### src/rtl/multi_key_filter_pkg.sv
// Shared types and helpers for the multi-channel key filter.
// Holds the channel state encoding, the mode codes and the counter sizing function.
package key_filter_pkg;

  typedef enum logic [2:0] {
    IDLE,
    HOLD,
    WAIT_REL,
    FIRST,
    REPEAT
  } kf_state_t;

  localparam int KF_MODE_RATE      = 0;
  localparam int KF_MODE_ONESHOT   = 1;
  localparam int KF_MODE_TYPEMATIC = 2;

  // The counter must hold the larger of the two reload values.
  function automatic int kf_cnt_width(input int holdoff, input int repeat_delay);
    int max_cnt;
    max_cnt = (holdoff > repeat_delay) ? holdoff : repeat_delay;
    return $clog2(max_cnt + 1);
  endfunction

endpackage

### src/rtl/multi_key_filter_if.sv
// Key-level bundle between the raw board keys and the control logic.
// The filter itself is the slave: it reads the keys and drives the pulses and levels.
interface multi_key_filter_if #(
  parameter int N_KEYS = 4
);
  logic [N_KEYS-1:0] In;
  logic [N_KEYS-1:0] Out;
  logic [N_KEYS-1:0] Held;

  modport slave  (input In, output Out, output Held);
  modport master (output In, input Out, input Held);
endinterface

### src/rtl/multi_key_filter_chan.sv
// One key channel: optional synchronizer, polarity correction, pulse FSM and holdoff counter.
//   state    | meaning
//   IDLE     | ready; the next pressed sample fires a pulse
//   HOLD     | holdoff running, key level ignored until it expires
//   WAIT_REL | one-shot: needs holdoff expired and key released
//   FIRST    | typematic: waiting out the initial repeat delay
//   REPEAT   | typematic: auto-repeating every HOLDOFF cycles
module key_filter_chan
  import key_filter_pkg::*;
#(
  parameter int HOLDOFF      = 5_000_000,
  parameter int REPEAT_DELAY = 25_000_000,
  parameter int MODE         = KF_MODE_RATE,
  parameter int SYNC_STAGES  = 2,
  parameter int ACTIVE_LOW   = 1
) (
  input  logic Clk,
  input  logic Reset,
  input  logic In,
  output logic Out,
  output logic Held
);

  localparam int CW = kf_cnt_width(HOLDOFF, REPEAT_DELAY);
  localparam logic [CW-1:0] HOLD_LOAD  = CW'(HOLDOFF - 1);
  localparam logic [CW-1:0] DELAY_LOAD = CW'(REPEAT_DELAY - 1);
  localparam logic [CW-1:0] DELAY_GAP  = CW'(REPEAT_DELAY - HOLDOFF);

  kf_state_t     state;
  logic [CW-1:0] cnt;
  logic [CW-1:0] cnt_dec;
  logic          raw;
  logic          pressed;

  assign raw     = In ^ (ACTIVE_LOW != 0);
  assign cnt_dec = (cnt == '0) ? '0 : cnt - CW'(1);

  if (SYNC_STAGES == 0) begin : g_nosync
    assign pressed = raw;
  end else begin : g_sync
    logic [SYNC_STAGES-1:0] sync_q;

    always_ff @(posedge Clk) begin
      if (Reset) begin
        sync_q <= '0;
      end else begin
        sync_q[0] <= raw;
        for (int s = 1; s < SYNC_STAGES; s++) begin
          sync_q[s] <= sync_q[s-1];
        end
      end
    end

    assign pressed = sync_q[SYNC_STAGES-1];
  end

  always_ff @(posedge Clk) begin
    if (Reset) begin
      state <= IDLE;
      cnt   <= '0;
      Out   <= 1'b0;
      Held  <= 1'b0;
    end else begin
      Out  <= 1'b0;
      Held <= pressed;
      case (state)
        IDLE: begin
          if (pressed) begin
            Out <= 1'b1;
            if (MODE == KF_MODE_TYPEMATIC) begin
              cnt   <= DELAY_LOAD;
              state <= FIRST;
            end else if (MODE == KF_MODE_ONESHOT) begin
              cnt   <= HOLD_LOAD;
              state <= WAIT_REL;
            end else begin
              cnt   <= HOLD_LOAD;
              state <= HOLD;
            end
          end
        end
        // Leave as the count lands on zero so the IDLE re-accept is HOLDOFF after the last pulse.
        HOLD: begin
          cnt <= cnt_dec;
          if (cnt_dec == '0) state <= IDLE;
        end
        WAIT_REL: begin
          cnt <= cnt_dec;
          if (cnt_dec == '0 && !pressed) state <= IDLE;
        end
        FIRST: begin
          if (!pressed) begin
            if (cnt > DELAY_GAP) begin
              cnt   <= cnt - DELAY_GAP;
              state <= HOLD;
            end else begin
              cnt   <= '0;
              state <= IDLE;
            end
          end else if (cnt == '0) begin
            Out   <= 1'b1;
            cnt   <= HOLD_LOAD;
            state <= REPEAT;
          end else begin
            cnt <= cnt_dec;
          end
        end
        REPEAT: begin
          if (!pressed) begin
            state <= HOLD;
          end else if (cnt == '0) begin
            Out <= 1'b1;
            cnt <= HOLD_LOAD;
          end else begin
            cnt <= cnt_dec;
          end
        end
        default: begin
          state <= IDLE;
          cnt   <= '0;
        end
      endcase
    end
  end

endmodule

### src/rtl/multi_key_filter.sv
// N independent key channels turning raw board keys into single-cycle command pulses.
// No arbitration: simultaneous presses on several channels pulse in the same cycle.
module multi_key_filter
  import key_filter_pkg::*;
#(
  parameter int N_KEYS       = 4,
  parameter int HOLDOFF      = 5_000_000,
  parameter int REPEAT_DELAY = 25_000_000,
  parameter int MODE         = KF_MODE_RATE,
  parameter int SYNC_STAGES  = 2,
  parameter int ACTIVE_LOW   = 1
) (
  input logic          Clk,
  input logic          Reset,
  multi_key_filter_if.slave kf
);

  if (REPEAT_DELAY < HOLDOFF) begin : g_bad_delay
    $error("multi_key_filter: REPEAT_DELAY must be >= HOLDOFF");
  end
  if (HOLDOFF < 1) begin : g_bad_holdoff
    $error("multi_key_filter: HOLDOFF must be >= 1");
  end

  logic [N_KEYS-1:0] out_w;
  logic [N_KEYS-1:0] held_w;

  for (genvar i = 0; i < N_KEYS; i++) begin : g_chan
    key_filter_chan #(
      .HOLDOFF      (HOLDOFF),
      .REPEAT_DELAY (REPEAT_DELAY),
      .MODE         (MODE),
      .SYNC_STAGES  (SYNC_STAGES),
      .ACTIVE_LOW   (ACTIVE_LOW)
    ) u_chan (
      .Clk   (Clk),
      .Reset (Reset),
      .In    (kf.In[i]),
      .Out   (out_w[i]),
      .Held  (held_w[i])
    );
  end

  assign kf.Out  = out_w;
  assign kf.Held = held_w;

endmodule
### src/flat_wrapper.sv
// flat-port wrapper written by rule: the top's interface ports become plain ports
module multi_key_filter_flat import key_filter_pkg::*;
#(
  parameter int N_KEYS       = 4,
  parameter int HOLDOFF      = 5_000_000,
  parameter int REPEAT_DELAY = 25_000_000,
  parameter int MODE         = KF_MODE_RATE,
  parameter int SYNC_STAGES  = 2,
  parameter int ACTIVE_LOW   = 1
)
  (Clk, Reset, kf_In, kf_Out, kf_Held);
  multi_key_filter_if #(.N_KEYS(N_KEYS)) kf_i ();
  input logic Clk;
  input logic Reset;
  input wire logic [$bits(kf_i.In)-1:0] kf_In;
  output wire logic [$bits(kf_i.Out)-1:0] kf_Out;
  output wire logic [$bits(kf_i.Held)-1:0] kf_Held;
  assign kf_i.In = kf_In;
  assign kf_Out = kf_i.Out;
  assign kf_Held = kf_i.Held;
  multi_key_filter #(.N_KEYS(N_KEYS), .HOLDOFF(HOLDOFF), .REPEAT_DELAY(REPEAT_DELAY), .MODE(MODE), .SYNC_STAGES(SYNC_STAGES), .ACTIVE_LOW(ACTIVE_LOW)) u_core (.Clk(Clk), .Reset(Reset), .kf(kf_i));
endmodule
### config.mk
export PLATFORM = sky130hd
export DESIGN_NAME = multi_key_filter_flat
export DESIGN_NICKNAME = d
export VERILOG_FILES = /design/src/rtl/multi_key_filter_pkg.sv /design/src/rtl/multi_key_filter_if.sv /design/src/rtl/multi_key_filter_chan.sv /design/src/rtl/multi_key_filter.sv /design/src/flat_wrapper.sv
export SDC_FILE = /design/constraint.sdc
export NUM_CORES = 1
export LEC_CHECK = 0
export CAP_MARGIN = 20
export CORE_MARGIN = 2
export CORE_UTILIZATION = 25
export CTS_CLUSTER_SIZE = 16
export DETAILED_ROUTE_END_ITERATION = 10
export HOLD_SLACK_MARGIN = 0.15
export SETUP_SLACK_MARGIN = 0.15
export SLEW_MARGIN = 20
export SYNTH_ARGS = -nofsm -noshare
export SYNTH_HDL_FRONTEND = slang
export SYNTH_SLANG_ARGS = --single-unit
### constraint.sdc
create_clock -name Clk -period 6.25 [get_ports Clk]
set_input_delay 0.625 -clock Clk [delete_from_list [all_inputs] [get_ports Clk]]
set_output_delay 0.625 -clock Clk [all_outputs]
set_load 0.1 [all_outputs]
==> out/metrics.csv, run 1 <==
stage,metric,value,unit
logic_synthesis,largest family of logic cells by synthesized area,simple AND/OR/NAND/NOR gates,
cts,cts repair resizes,0,
timing,Finish-stage setup viols,0,
floorplan,io pins,14,
setup_path,Setup CP Type,reg -> reg,
layout,P&R area growth vs syn,11.5,%
timing,Final Skew,0.00995,ns
grt,Congestion Overflow GR,0,
grt,vias in the first global route,5865,
routing,Detailed Routing Iterations Pass 1,5,
cts,post-CTS setup buffers,0,
grt,initial antenna violation count,0,
routing,routed vias/inst,5.08,
placement,dpl ws,3.06,ns
layout,# diodes,0,
logic_synthesis,ys async rst share,0,%
floorplan,Die X,174,µm
logic_synthesis,Synth area leaders,"dfxtp_1, nor2_1, a21oi_1, nand2_1, nor3_1",
floorplan,CORE AREA,0.0286,mm²
routing,drt total wl,17.5,mm
logic_synthesis,synth warn,0,
logic_synthesis,syn_area_per_cell,7.79,µm²
setup_path,CP required,6.52,ns
setup_path,cell-by-cell listing of the critical path,inv_1 > ha_1 > nor3b_1 > nand3_1 > nor4_4 > nand2b_1 > o21ai_0 > a21oi_1 > nor2_1,
power,Static Leak,2.93,nW
worst_hold_path,Hold Path Stages,1,
timing,unrepaired setup endpoints after global routing,no,
placement,PortBufs,13,
cts,clock-pin slew on the worst setup and hold paths,0.06,ns
routing,post-route ant nets,0,
logic_synthesis,"area leader, netlist",dfxtp_1,
logic_synthesis,Post-synth EDFFs,0,
logic_synthesis,"count leader, synth",nor2_1,
timing,"Hold Vio Cnt, Final",0,
layout,Final #Nets,908,
setup_path,CP Launch Type,flop,
logic_synthesis,Post-synth top cells,"nor2_1, dfxtp_1, nand2_1, a21oi_1",
floorplan,Die Ht,174,µm
logic_synthesis,dominant synthesized flop cell,dfxtp_1,
setup_path,CP arrival,3.47,ns
cts,clock sink count,120,
logic_synthesis,Synth Area in XOR/XNOR,2.90,%
grt,GRT Util Overall,11.7,%
logic_synthesis,sequential cell area fraction in the yosys report,33.2,%
routing,post-DR wirelength/cell,13.5,µm
cts,CTS buffer count,17,
job,MaxCap Viol Count,0,
timing,Slew @ Worst Pin,1.05,ns
grt,first-pass GRT wire length,29.6,mm
cts,CTS hold repair buffers,0,
layout,layout cells sized above 1,8.58,%
cts,clk root buf,clkbuf_16,
timing,Tmin final,3.20,ns
logic_synthesis,Adder-Cell Fraction of Synth Area,0.691,%
logic_synthesis,"Distinct cells, synth",88,
timing,Rel. slew slack,30.1,%
logic_synthesis,mapped cell area,0.00724,mm²
power,maximum VDD drop,0.152,mV
worst_hold_path,Hold Path Class,reg -> reg,
cts,CTS tree,done,
routing,drt initial violations,503,
floorplan,die area,0.0303,mm²
run_status,outcome,"complete, no violations",
floorplan,FP Rows,62,
timing,fin crit share,51.3,%
logic_synthesis,post-synth top area share,33.2,%
timing,max-slew violations,0,
logic_synthesis,Synth Area in Simple Gates,33.8,%
grt,largest net degree at the start of global routing,92,
logic_synthesis,syn_nets,939,
cts,Clock Latency Late Sink,0.42,ns
timing,sum of negative setup slack,0,ns
logic_synthesis,Synth Instances,929,
routing,DRC viols,0,
logic_synthesis,post-synthesis mux area share,1.69,%
placement,Placer Congestion,0.827,
setup_path,"Max FO, Critical Path",19,
setup_path,slowest cell on the critical path,nor4_4,
cts,H-tree depth,4,
placement,hpwl dp,11.5,mm
setup_path,Worst R2R Path Depth,9,
logic_synthesis,Compound-Gate Fraction of Synth Area,22.2,%
floorplan,Initial Util,25.3,%
logic_synthesis,register bit total from synthesis,120,
timing,Max Fclk,312,MHz
power,pwr/cell area,389,mW/mm²
timing,Worst Slack Setup Final,3.05,ns
setup_path,"slowest stage delay, CP",0.86,ns
routing,routed vias,6574,
cts,Clock Tree Buf Depth,2,
setup_path,Worst setup EP type,flop,
==> final timing paths <==
path         slack [ns]                                                 from                                                  end
max                3.05          u_core.g_chan[0].u_chan.cnt[0]$_SDFFE_PP0P_         u_core.g_chan[0].u_chan.cnt[17]$_SDFFE_PP0P_
min                0.43  u_core.g_chan[2].u_chan.g_sync.sync_q[0]$_SDFF_PP0_  u_core.g_chan[2].u_chan.g_sync.sync_q[1]$_SDFF_PP0_
max reg2reg        3.05          u_core.g_chan[0].u_chan.cnt[0]$_SDFFE_PP0P_         u_core.g_chan[0].u_chan.cnt[17]$_SDFFE_PP0P_
min reg2reg        0.43  u_core.g_chan[2].u_chan.g_sync.sync_q[0]$_SDFF_PP0_  u_core.g_chan[2].u_chan.g_sync.sync_q[1]$_SDFF_PP0_
==> layout make-up <==
class	count	area, µm²
clock buffer	22	474
clock inverter	8	50.0
fill	3058	20500
inverter	19	71.3
multi-input combinational	722	4430
sequential	120	2400
tap	384	480
timing repair buffer	18	165
==> state kept, by name, summed over array words and instances, names as in the netlist <==
name and cells:
u_core.g_chan.u_chan.cnt 100, u_core.g_chan.u_chan.g_sync.sync_q 8, u_core.g_chan.u_chan.Held 4, u_core.g_chan.u_chan.Out 4, u_core.g_chan.u_chan.state 4
==> where the power goes <==
| group | switching [W] | internal (W) |
|---|---|---|
| registers | 0.000176 | 0.000870 |
| logic | 0.000720 | 0.000495 |
| clock network | 0.000355 | 0.000529 |
| total | 0.00125 | 0.00189 |
==> worst max-delay path, delay by kind of cell (launching register included) <==
family                     cells  cell delay (ns)
AOI/OAI and AO/OA              2             0.28
adders and majority gates      1             0.22
buffers and inverters          1             0.09
DFF                            1             0.36
and+or+nand+nor                5             2.10
==> metal layers <==
metal / wire (µm) / global-route usage (%)
met1: 8680 / 16.2
met4: 193 / 3.82
met2: 7900 / 18.1
met3: 681 / 2.23
met5: 0 / 0
==> kinds of logic (layout without fill, tap and decap cells) <==
| kind of cell | Yosys count | count (layout) |
|---|---|---|
| muxes | 12 | 12 |
| DFF | 120 | 120 |
| AOI/OAI and AO/OA | 237 | 237 |
| adders and majority gates | 4 | 4 |
| and+or+nand+nor | 445 | 445 |
| xor gates and xnor gates | 24 | 24 |
| buffers and inverters | 87 | 67 |
==> metrics by stage <==
stage | total power [W] | instances | hold slack, ns | area, µm² | util (%)
after global routing | 0.00338 | 1293 | 0.456 | 8080 | 28.2
final | 0.00315 | 1293 | 0.434 | 8080 | 28.2
after global placement | 0.00225 | 1263 | 0.421 | 7550 | 26.4
after floorplan | 0.00203 | 929 | 0.414 | 7240 | -
after CTS | 0.00316 | 1293 | 0.437 | 8080 | 28.2
after detailed placement | 0.00227 | 1263 | 0.424 | 7550 | 26.4
==> cell usage in the layout, fill, tap and decap left out, types with 13 or more instances in the layout <==
cell	count
a31oi_1	17
nor2b_1	23
nand3_1	22
nor3_1	43
xnor2_1	13
nor4_1	13
nor3b_1	18
a21oi_1	59
dfxtp_1	120
a311oi_1	17
inv_1	19
a211oi_1	16
nand2_1	71
nor2_1	153
o22a_1	20
o21ai_0	43
clkbuf_16	17
Power figures use the tool's default switching activity.
==> run 2, diff against run 1 <==
==> constraint.sdc (replaced) <==
create_clock -name Clk -period 2.7 [get_ports Clk]
set_input_delay 0.27 -clock Clk [delete_from_list [all_inputs] [get_ports Clk]]
set_output_delay 0.27 -clock Clk [all_outputs]
set_load 0.1 [all_outputs]
==> out/metrics.csv, run 2 (synthesized netlist as in run 1, its figures left out) <==
stage,metric,value,unit,change
run_status,outcome,"complete, no violations",,
routing,post-DR wirelength/cell,13.8,µm,+2.2%
timing,Max Fclk,402,MHz,+29%
grt,GRT Util Overall,12.0,%,+0.30 points
floorplan,Die X,174,µm,unchanged
cts,clock sink count,120,,unchanged
routing,routed vias,6764,,+2.9%
placement,hpwl dp,12.0,mm,+4.7%
setup_path,CP Launch Type,flop,,
floorplan,FP Rows,62,,unchanged
layout,"commonest non-fill, non-tap cell in the layout",nor2_1,,
routing,Detailed Routing Iterations Pass 1,5,,unchanged
timing,max-slew violations,0,,unchanged
setup_path,Worst R2R Path Depth,7,,-2
setup_path,Worst setup EP type,flop,,
setup_path,"slowest stage delay, CP",0.51,ns,-0.35 ns
routing,DRC viols,0,,unchanged
setup_path,CP arrival,2.77,ns,-0.70 ns
layout,Top Registers,"u_core.g_chan.u_chan.cnt x100, u_core.g_chan.u_chan.g_sync.sync_q x8",,
routing,routed vias/inst,5.05,,-0.64%
routing,drt total wl,18.5,mm,+5.8%
floorplan,CORE AREA,0.0286,mm²,unchanged
timing,Finish-stage setup viols,0,,unchanged
setup_path,FF-to-FF setup slack,0.21,ns,-2.84 ns
floorplan,die area,0.0303,mm²,unchanged
cts,CTS buffer count,17,,unchanged
cts,clk root buf,clkbuf_16,,
layout,layout cells sized above 1,15.4,%,+6.8 points
cts,clock-pin slew on the worst setup and hold paths,0.06,ns,about the same
setup_path,Reg-to-Reg Start,u_core.g_chan[3].u_chan.cnt[11]$_SDFFE_PP0P_,,
worst_hold_path,Hold Path Sink,u_core.g_chan[3].u_chan.g_sync.sync_q[0]$_SDFF_PP0_,,
setup_path,cell-by-cell listing of the critical path,nor4_4 > nand4_1 > nor4b_2 > xnor2_1 > o21ai_1 > o311ai_2 > o41ai_2,,
setup_path,reg2reg end,u_core.g_chan[3].u_chan.state[0]$_SDFFE_PP0P_,,
timing,Tmin final,2.49,ns,-0.714 ns
timing,Final Skew,0.0121,ns,+0.00217 ns
timing,Rel. slew slack,44.0,%,+14 points
layout,Layout fillers,3053,,-0.16%
grt,Congestion Overflow GR,0,,unchanged
timing,fin crit share,92.2,%,+41 points
cts,CTS tree,done,,
setup_path,"Max FO, Critical Path",8,,-11
routing,post-route ant nets,0,,unchanged
layout,Reg area,0.00240,mm²,+0.10%
power,pwr/cell area,911,mW/mm²,+130%
layout,"commonest non-fill, non-tap cells in the layout","nor2_1, dfxtp_1, nand2_1",,
power,maximum VDD drop,0.343,mV,+130%
worst_hold_path,Worst Hold Launch,kf_In[3],,
layout,# diodes,0,,unchanged
grt,vias in the first global route,6021,,+2.7%
timing,"Hold Vio Cnt, Final",0,,unchanged
floorplan,Die Ht,174,µm,unchanged
timing,unrepaired setup endpoints after global routing,yes,,
floorplan,Initial Util,25.3,%,unchanged
cts,H-tree depth,4,,unchanged
routing,drt initial violations,471,,-6.4%
layout,max reg flops,100,,unchanged
worst_hold_path,Hold Path Class,in -> reg,,
placement,PortBufs,13,,unchanged
cts,Clock Latency Late Sink,0.42,ns,about the same
placement,Placer Congestion,0.848,,+2.5%
layout,area occupied by multi-input gates,0.00451,mm²,+1.7%
setup_path,CP required,2.98,ns,-3.54 ns
timing,Slew @ Worst Pin,0.839,ns,-0.209 ns
timing,sum of negative setup slack,0,ns,unchanged
layout,Final #Nets,953,,+5.0%
cts,Clock Tree Buf Depth,2,,unchanged
cts,CTS hold repair buffers,0,,unchanged
worst_hold_path,Hold Path Stages,2,,+1
power,Static Leak,3.19,nW,+9.0%
job,MaxCap Viol Count,0,,unchanged
setup_path,Setup CP Type,reg -> reg,,
power,Design Power,0.00773,W,+150%
floorplan,io pins,14,,unchanged
grt,first-pass GRT wire length,30.6,mm,+3.1%
grt,initial antenna violation count,0,,unchanged
setup_path,slowest cell on the critical path,nor4_4,,
grt,largest net degree at the start of global routing,60,,-35%
layout,P&R area growth vs syn,17.2,%,
layout,largest reg by FF count,u_core.g_chan.u_chan.cnt,,
-- run 2: cell count changes in the layout (fill, tap and decap cells not counted), sizes merged --
cell	before	now
clkdlybuf4s50	12	4
clkinv	4	5
buf	6	59
clkinvlp	4	3
clkbuf	22	23
-- run 2: worst max-delay path, delay by kind of cell (launching register included) --
kind	cells	cell delay, ns
AND/OR/NAND/NOR	3	1.26
AO/OA/AOI/OAI	3	0.51
flip-flops	1	0.42
XOR/XNOR	1	0.15
-- run 2: how the worst max path moves through the flow --
stage                                                               end                                    startpoint
after floorplan           u_core.g_chan[3].u_chan.state[0]$_SDFFE_PP0P_   u_core.g_chan[3].u_chan.cnt[0]$_SDFFE_PP0P_
after global placement    u_core.g_chan[3].u_chan.state[0]$_SDFFE_PP0P_   u_core.g_chan[3].u_chan.cnt[0]$_SDFFE_PP0P_
after detailed placement  u_core.g_chan[3].u_chan.state[0]$_SDFFE_PP0P_   u_core.g_chan[3].u_chan.cnt[0]$_SDFFE_PP0P_
after CTS                 u_core.g_chan[3].u_chan.state[0]$_SDFFE_PP0P_   u_core.g_chan[3].u_chan.cnt[0]$_SDFFE_PP0P_
after global routing      u_core.g_chan[3].u_chan.state[0]$_SDFFE_PP0P_  u_core.g_chan[3].u_chan.cnt[11]$_SDFFE_PP0P_
final                     u_core.g_chan[3].u_chan.state[0]$_SDFFE_PP0P_  u_core.g_chan[3].u_chan.cnt[11]$_SDFFE_PP0P_
-- run 2: repair_timing --
action	4_1_cts	5_1_grt
endpoints found under the setup margin	0	35
gates resized for setup	0	21
buffers inserted	0	11
-- run 2: layer usage --
metal	global-route usage, %	wire [µm]
met3	2.08	718
met1	16.4	8900
met5	0	0
met4	3.96	202
met2	18.9	8650
-- run 2: stage by stage --
step / worst slack (ns) / hold slack [ns] / util, % / cells / cell area (µm²)
global route: 0.0808 / 0.365 / 29.7 / 1339 / 8490
global placement: 0.264 / 0.422 / 27.2 / 1296 / 7780
finish: 0.210 / 0.358 / 29.7 / 1339 / 8490
CTS: 0.198 / 0.349 / 29.0 / 1327 / 8320
detailed placement: 0.200 / 0.425 / 27.2 / 1296 / 7780
floorplan: 0.305 / 0.337 / - / 929 / 7240
-- run 2: layout make-up --
cell class	instances	area share [%]
well taps	384	5.66
clock inverters	8	0.560
clock buffers	23	5.75
repair buffers	63	5.75
inverters	19	0.840
multi-input cells	722	53.1
flip-flops and latches	120	28.3
-- run 2: power by group --
part | switching [W] | internal, W | total, W | leakage [nW]
combinational | 0.00178 | 0.00142 | 0.00320 | 1.95
sequential | 0.000432 | 0.00201 | 0.00245 | 0.983
clock | 0.000832 | 0.00125 | 0.00209 | 0.261
